`src/rtl/dcmmb_pkg.sv`:
```
// Purpose: shared widths, codeword geometry and FSM encoding for the bidin->LDPC fetch path.
// Latency: n/a (types and constants only).
// Backpressure: n/a.
package dcmmb_pkg;

    localparam int WID      = 6;      // soft-value width, matches bidin
    localparam int CW_LEN   = 9216;   // symbols per LDPC codeword
    localparam int AW       = 14;     // symbol address width, 2^AW >= CW_LEN
    localparam int CW_NUM_W = 6;      // codeword-per-frame counter width

    // Fetch FSM encoding.
    typedef enum logic [2:0] {
        ST_IDLE     = 3'd0,
        ST_REQ      = 3'd1,
        ST_RECV     = 3'd2,
        ST_WAIT_BUF = 3'd3,
        ST_FIN      = 3'd4,
        ST_DRAIN    = 3'd5
    } fsm_state_t;

    // Index of one of the two ping-pong buffer banks.
    typedef logic bank_t;

endpackage

```
`src/rtl/ldpc_bank_ctl.sv`:
```
// Purpose: ping-pong bank bookkeeping (full bits, write/read pointers) between fetch and decoder.
// Latency: fill/cw_done take effect on the next clock; cw_valid/cw_bank decode the registered state.
// Backpressure: a bank is reported full until the decoder's cw_done frees it; cw_done on an empty bank is ignored.
module ldpc_bank_ctl
    import dcmmb_pkg::*;
(
    input  logic       clk_i,
    input  logic       rst_i,
    input  logic       fill_i,       // last symbol of a codeword written into bank wr_bank_o
    input  logic       cw_done_i,    // decoder finished with bank cw_bank_o
    output logic [1:0] bank_full_o,
    output bank_t      wr_bank_o,
    output logic       cw_valid_o,
    output bank_t      cw_bank_o
);

    logic [1:0] bank_full_q, bank_full_d;
    bank_t      wr_bank_q, wr_bank_d;
    bank_t      rd_bank_q, rd_bank_d;
    logic       done_ok;

    // Only a release of a bank that actually holds a codeword counts.
    assign done_ok = cw_done_i & bank_full_q[rd_bank_q];

    // Fill and release act on different banks, so both may apply in one cycle.
    always_comb begin
        bank_full_d = bank_full_q;
        wr_bank_d   = wr_bank_q;
        rd_bank_d   = rd_bank_q;
        if (fill_i) begin
            bank_full_d[wr_bank_q] = 1'b1;
            wr_bank_d              = ~wr_bank_q;
        end
        if (done_ok) begin
            bank_full_d[rd_bank_q] = 1'b0;
            rd_bank_d              = ~rd_bank_q;
        end
    end

    // Bank state registers, synchronous reset.
    always_ff @(posedge clk_i) begin
        if (rst_i) begin
            bank_full_q <= 2'b00;
            wr_bank_q   <= 1'b0;
            rd_bank_q   <= 1'b0;
        end else begin
            bank_full_q <= bank_full_d;
            wr_bank_q   <= wr_bank_d;
            rd_bank_q   <= rd_bank_d;
        end
    end

    assign bank_full_o = bank_full_q;
    assign wr_bank_o   = wr_bank_q;
    assign cw_valid_o  = bank_full_q[rd_bank_q];
    assign cw_bank_o   = rd_bank_q;

endmodule

```
`src/rtl/ldpc_fetch.sv`:
```
// Purpose: requests codewords from bidin and captures each burst into a two-bank LDPC input buffer.
// Latency: buffer write (llr_wr/addr/data) is registered, one cycle after the bidin strobe.
// Backpressure: no new ldpc_req while the target bank is still full; fetch stalls until cw_done frees it.
module ldpc_fetch
    import dcmmb_pkg::*;
(
    input  logic                clk6,
    input  logic                rst,
    input  logic [CW_NUM_W-1:0] cw_num,
    input  logic                bidin_rdy,
    input  logic                bidin_ena_out,
    input  logic [WID-1:0]      bidin_dout,
    output logic                ldpc_req,
    output logic                ldpc_fin,
    output logic                llr_wr,
    output logic [AW:0]         llr_addr,
    output logic [WID-1:0]      llr_data,
    output logic                cw_valid,
    output logic                cw_bank,
    input  logic                cw_done,
    output logic                err_unexp
);

    localparam logic [AW-1:0] SYM_LAST = AW'(CW_LEN - 1);

    fsm_state_t          state_q, state_d;
    logic [AW-1:0]       sym_cnt_q, sym_cnt_d;
    logic [CW_NUM_W-1:0] cw_cnt_q, cw_cnt_d;
    logic [CW_NUM_W-1:0] cw_tot_q, cw_tot_d;
    logic                wr_q, wr_d;
    logic [AW:0]         addr_q, addr_d;
    logic [WID-1:0]      data_q, data_d;
    logic                err_q, err_d;
    logic                req, fin, fill;

    logic [1:0]          bank_full;
    bank_t               wr_bank;
    bank_t               rd_bank;

    ldpc_bank_ctl u_bank_ctl (
        .clk_i       (clk6),
        .rst_i       (rst),
        .fill_i      (fill),
        .cw_done_i   (cw_done),
        .bank_full_o (bank_full),
        .wr_bank_o   (wr_bank),
        .cw_valid_o  (cw_valid),
        .cw_bank_o   (rd_bank)
    );

    // Fetch FSM next state, symbol/codeword counting and buffer write generation.
    always_comb begin
        state_d   = state_q;
        sym_cnt_d = sym_cnt_q;
        cw_cnt_d  = cw_cnt_q;
        cw_tot_d  = cw_tot_q;
        wr_d      = 1'b0;
        addr_d    = addr_q;
        data_d    = data_q;
        req       = 1'b0;
        fin       = 1'b0;
        fill      = 1'b0;
        unique case (state_q)
            ST_IDLE: begin
                if (bidin_rdy) begin
                    cw_tot_d = cw_num;
                    if (cw_num == '0)
                        state_d = ST_FIN;
                    else if (!bank_full[wr_bank])
                        state_d = ST_REQ;
                    else
                        state_d = ST_WAIT_BUF;
                end
            end
            ST_REQ: begin
                req       = 1'b1;
                sym_cnt_d = '0;
                state_d   = ST_RECV;
            end
            ST_RECV: begin
                if (bidin_ena_out) begin
                    wr_d   = 1'b1;
                    addr_d = {wr_bank, sym_cnt_q};
                    data_d = bidin_dout;
                    if (sym_cnt_q == SYM_LAST) begin
                        sym_cnt_d = '0;
                        fill      = 1'b1;
                        cw_cnt_d  = cw_cnt_q + 1'b1;
                        if (cw_cnt_q == cw_tot_q - 1'b1)
                            state_d = ST_FIN;
                        else
                            state_d = ST_WAIT_BUF;
                    end else begin
                        sym_cnt_d = sym_cnt_q + 1'b1;
                    end
                end
            end
            ST_WAIT_BUF: begin
                if (!bank_full[wr_bank])
                    state_d = ST_REQ;
            end
            ST_FIN: begin
                fin      = 1'b1;
                cw_cnt_d = '0;
                state_d  = ST_DRAIN;
            end
            ST_DRAIN: begin
                // Hold until bidin drops rdy so the same frame is not fetched twice.
                if (!bidin_rdy)
                    state_d = ST_IDLE;
            end
            default: state_d = ST_IDLE;
        endcase
    end

    // A strobe outside RECV is a protocol error that sticks until reset.
    always_comb begin
        err_d = err_q | (bidin_ena_out & (state_q != ST_RECV));
    end

    // State, counters, registered buffer write port and error flag.
    always_ff @(posedge clk6) begin
        if (rst) begin
            state_q   <= ST_IDLE;
            sym_cnt_q <= '0;
            cw_cnt_q  <= '0;
            cw_tot_q  <= '0;
            wr_q      <= 1'b0;
            addr_q    <= '0;
            data_q    <= '0;
            err_q     <= 1'b0;
        end else begin
            state_q   <= state_d;
            sym_cnt_q <= sym_cnt_d;
            cw_cnt_q  <= cw_cnt_d;
            cw_tot_q  <= cw_tot_d;
            wr_q      <= wr_d;
            addr_q    <= addr_d;
            data_q    <= data_d;
            err_q     <= err_d;
        end
    end

    assign ldpc_req  = req;
    assign ldpc_fin  = fin;
    assign llr_wr    = wr_q;
    assign llr_addr  = addr_q;
    assign llr_data  = data_q;
    assign cw_bank   = rd_bank;
    assign err_unexp = err_q;

endmodule

```
`config.mk`:
```
export PLATFORM = sky130hd
export DESIGN_NAME = ldpc_fetch
export DESIGN_NICKNAME = d
export VERILOG_FILES = /design/src/rtl/dcmmb_pkg.sv /design/src/rtl/ldpc_bank_ctl.sv /design/src/rtl/ldpc_fetch.sv
export SDC_FILE = /design/constraint.sdc
export NUM_CORES = 1
export LEC_CHECK = 0
export BUFFER_PORTS_ARGS = -buffer_cell sky130_fd_sc_hd__buf_2
export CORE_MARGIN = 2
export CORE_UTILIZATION = 30
export CTS_CLUSTER_SIZE = 12
export DETAILED_ROUTE_END_ITERATION = 8
export GPL_TIMING_DRIVEN = 1
export PLACE_DENSITY_LB_ADDON = 0.3
export SYNTH_ARGS = -nofsm -noshare
export SYNTH_HDL_FRONTEND = slang
export SYNTH_SLANG_ARGS = --single-unit
```
`constraint.sdc`:
```
create_clock -name clk6 -period 2.25 [get_ports clk6]
set_input_delay 0.1125 -clock clk6 [delete_from_list [all_inputs] [get_ports clk6]]
set_output_delay 0.1125 -clock clk6 [all_outputs]
set_load 0.02 [all_outputs]
```
* Word-level counts from Yosys, hierarchy flattened *
Cells that the tools add are included.

operators by class
  $add $sub $neg = 3
  multiply operators = 0
  div/mod/pow operators = 0
  magnitude comparators = 4
  equality and inequality tests = 13
  shifts and indexed selects = 0
  muxes and demuxes = 31
  bitwise operators = 9
  reductions and logical operators = 12

operators with widths
  kind                     count
  $mux W14                 2
  $pmux W14 S2             1
  $mux W3                  7
  $pmux W3 S6              1
  $add A14 B1 Y14 const B  1
  $eq A14 B14 Y1 const B   1
  $mux W1                  12
  $mux W6                  2
  $pmux W6 S2              1
  $ne A2 B2 Y1 const B     5
  $add A6 B1 Y6 const B    1
  $eq A3 B2 Y1 const B     2
  $eq A3 B3 Y1 const B     2
  $eq A6 B6 Y1             1
  $logic_not A6 Y1         1
  $mux W2                  3
  $reduce_and A2 Y1        3
  $sub A6 B1 Y6 const B    1
  $reduce_and A5 Y1        1
  $lt A1 B2 Y1 const B     2
  $reduce_bool A2 Y1       2
  $eq A3 B1 Y1 const B     1
  $logic_not A3 Y1         1
  $ne A3 B2 Y1 const B     1
  11 further kinds         17

storage, ports and cells
  register bits = 56
  latch bits = 0
  memory bits (writable) = 0
  memory bits (read-only) = 0
  bits of input ports = 17
  output and inout bits = 27
  logic and storage cells = 83
  memories kept = 0

* Logic depth before layout (Yosys ltp) *
  depth after elaboration = 8
  mapped depth = 7

* Modules after synthesis *
From an unflattened synthesis, not the netlist that was laid out.

unflattened totals
  cells, all modules = 306
  area total of the unflattened synthesis = 2615.0 µm²

modules (own cells, without submodules)
  module         instances  cells each  area each (µm²)
  ldpc_fetch     1          291         2451.1
  ldpc_bank_ctl  1          15          163.9

* Worst setup path after synthesis *
OpenSTA, ideal clock, no wires.

  kind = register to register
  from = register sym_cnt_q[0]
  to = register cw_cnt_q[1]
  library setup time = 0.070 ns
  arrival = 1.722 ns
  data required time = 2.180 ns
  setup slack = 0.458 ns
  cell stages (with the launch flop) = 8
  clock period less this slack = 1.792 ns
  cell sequence = dfxtp_1 ha_1 and3_1 and4_1 buf_4 a21oi_2 or4b_1 a21oi_1

on the way
  word-level cells in the longest chain between the ends = 3

RTL lines
  element                             line               RTL
  start, declared                     ldpc_fetch.sv:27   logic [AW-1:0] sym_cnt_q, sym_cnt_d;
  start signal, assigned              ldpc_fetch.sv:134  sym_cnt_q <= sym_cnt_d;
  $eq A14 B14 Y1                      ldpc_fetch.sv:85   if (sym_cnt_q == SYM_LAST) begin
  $ne A2 B2 Y1 (no source line)       n/a
  $reduce_and A3 Y1 (no source line)  n/a
  end signal, assigned                ldpc_fetch.sv:135  cw_cnt_q <= cw_cnt_d;
  end, declared                       ldpc_fetch.sv:28   logic [CW_NUM_W-1:0] cw_cnt_q, cw_cnt_d;

No other way between the ends.
A chain may end at the register's enable or synchronous reset.

* Worst setup path after layout *
  from = register sym_cnt_q[0]
  to = register state_q[2]

on the way
  word-level cells in the longest chain between the ends = 3

RTL lines
  element                             line               RTL
  $eq A14 B14 Y1                      ldpc_fetch.sv:85
  $ne A2 B2 Y1 (no source line)       n/a
  $reduce_and A5 Y1 (no source line)  n/a
  end signal, assigned                ldpc_fetch.sv:133  state_q <= state_d;
  end, declared                       ldpc_fetch.sv:26   fsm_state_t state_q, state_d;

No other way between the ends.

==> run summary <==
Status - finished clean
Routed len/inst - 13.1 µm
WP data required - 2.51 ns
Sequential area share after synthesis - 43.1%
Cell area after layout - 3060 µm²
Sw Pwr - 858 µW
Tmin final - 1.94 ns
DRT iter0 DRCs - 76
Unrepaired setup endpoints after global routing - false
Clk slew on worst S/H paths - 0.10 ns
Fin nets - 378
CP Launch Type - flop
Row count - 33
Clock power frac - 26.6%
Commonest cells after routing, fill and taps aside - 56 x nand2_1, 56 x dfxtp_1, 43 x buf_2, 31 x nor2_1, 31 x a21oi_1
Reg2reg path depth - 7
CTS Hold Bufs - 0
Via count - 2,288
Max Slew Vio Count - 0
Initial antenna violation count - 0
Sw Ratio - 33.8%
CTS tree - done
Clock Skew - 0.0112 ns
HP Class - primary input to flop
Avg Inst Size Synth - 8.21 µm²
Max-cap violation count - 0
Post-CTS setup repair buffer count - 0
Worst-Margin Slew - 0.602 ns
Post-DRT Antenna Nets - 0
Leak - 0.00120 µW
R2R Setup Slk - 0.31 ns
R2r endpoint - state_q[2]
Overall Global Routing Usage - 13.3%
Area leader, netlist - dfxtp_1
First-pass GRT wire length - 10.4 mm
Post-Synthesis Cells - 317
Core box area - 8300 µm²
Die area - 9440 µm²
WHS Path Cells - 3
CTS max path bufs - 2
Largest net degree at the start of global routing - 28
Total gr overflow - 0
Internal power - 1680 µW
Post-DP HPWL - 4.36 mm
# resized after CTS - 0
Fraction of layout cells with a size suffix above 1 - 18.4%
Post-Syn Area - 2600 µm²
Clk_lat worst skew - 0.32 ns
Vias in the first global route - 2,191
YS warnings - 0
FF+latch count, synth - 56
TritonRoute pass-1 iters - 4
Number of remaining DRC errors - 0
Initial Util - 31.4%
CP Class - flop to flop
Top-area cell type share of the netlist area - 43.1%
P&R area growth vs syn - 17.5%
Fmax - 515 MHz
Post-DR vias/cell - 4.93
Ys flop type - dfxtp_1
Die height - 97.2 µm
Combinational cell fraction of total power - 27.6%
H-tree depth - 2
Clk root buf - clkbuf_8
Library cells used by synthesis - 47
Setup TNS - 0 ns
Final Hold Violating Endpoints - 0
Share of power burned in registers - 45.8%
Crit. End Element - flop
Peak VDD IR - 0.266 mV
Asr flop ratio synth - 0%
Crit path DAT - 2.20 ns
Setup violators final - 0
Relative slew slack - 59.7%
Worst Hold Path EP - llr_data[2]
Die outline width - 97.2 µm
I/O pins - 44
DRT Wirelength - 6.08 mm
Port bufs - 43
Diodes inserted - 0
PwrDens - 829 nW/µm²
Worst r2r src - sym_cnt_q[0]
Clock sink count - 56
Final period util - 86.3%
CP Max Fanout - 7
Total CTS buffers - 5
Min-delay src - bidin_dout[2]
Syn nets - 337
Ranking of synthesized cells by area - dfxtp_1 43%, nand2_1 8.1%, a21oi_1 6.0%, xor2_1 4.7%, nor2_1 4.5%
Number of synthesized flops with an enable pin - 0
Placed cell area - 2950 µm²
GPL Wtd Cong - 0.840
[registers in the layout, indices dropped and copies added, names as in the netlist, 2 cells and up]
register                count
u_bank_ctl.bank_full_o      2
cw_tot_q                    6
state_q                     3
cw_cnt_q                    6
llr_addr                   15
sym_cnt_q                  14
llr_data                    6
[cell usage after synthesis (all sizes together) (5+ instances only)]
library cell / count
dfxtp: 56
nand2: 56
a21oi: 32
nor2: 31
xor2: 14
nor3: 13
clkbuf: 9
nand3: 9
xnor2: 9
and3: 8
nand4: 8
o21ai: 8
buf: 7
mux2i: 7
and2: 5
inv: 5
[per-layer routing]
layer  global-route usage [%]  wire [µm]  part of all wire [%]
met5                        0          0                     0
met4                     4.23         72                   1.2
met1                     17.8       3050                    50
met2                     21.2       2760                    45
met3                     3.24        198                   3.3
[cell type report]
cell class                 instances  area [µm²]
timing repair buffer              50         280
sequential                        56        1120
inverter                           5        18.8
clock inverter                     2        38.8
multi-input combinational        240        1400
clock buffer                       6        72.6
fill                             859        5240
tap                              105         131
[cell families after synthesis]
logic type / synth area share, %
fa+ha+maj: 1.44
compound gates: 13.3
simple gates: 27.9
mux: 3.12
buf+inv: 3.46
flops: 43.1
xor+xnor: 7.74
[per-stage QoR]
step	util, %	hold WS [ns]	cells	total power [µW]	worst slack, ns
global route	36.9	0.00775	464	2690	0.0807
floorplan	-	0.249	317	1690	0.458
finish	36.9	0.0243	464	2540	0.307
CTS	36.9	0.0182	464	2560	0.266
global placement	35.5	0.354	456	1890	0.325
detailed placement	35.5	0.359	456	1890	0.282
[power groups by stage]
stage | Combinational (µW) | Sequential, µW | Clock (µW)
after floorplan | 538 | 1150 | 0
after global placement | 704 | 1180 | 0
after detailed placement | 706 | 1180 | 0
after CTS | 709 | 1160 | 695
after global routing | 789 | 1170 | 726
final | 700 | 1160 | 674
[worst max-delay path, cell delays in order, from the launching register on]
cell	delay, ns
dfxtp_1	0.47
ha_1	0.27
and3_1	0.21
and4_1	0.26
buf_4	0.17
o21ai_0	0.08
o41ai_1	0.26
and3b_1	0.19
[worst max-delay path by stage]
stage / start / to
global placement: sym_cnt_q[0] / sym_cnt_q[4]
finish: sym_cnt_q[0] / state_q[2]
floorplan: sym_cnt_q[0] / cw_cnt_q[1]
global route: sym_cnt_q[0] / sym_cnt_q[11]
detailed placement: sym_cnt_q[0] / sym_cnt_q[12]
CTS: sym_cnt_q[0] / sym_cnt_q[3]
Power figures use the tool's default switching activity.
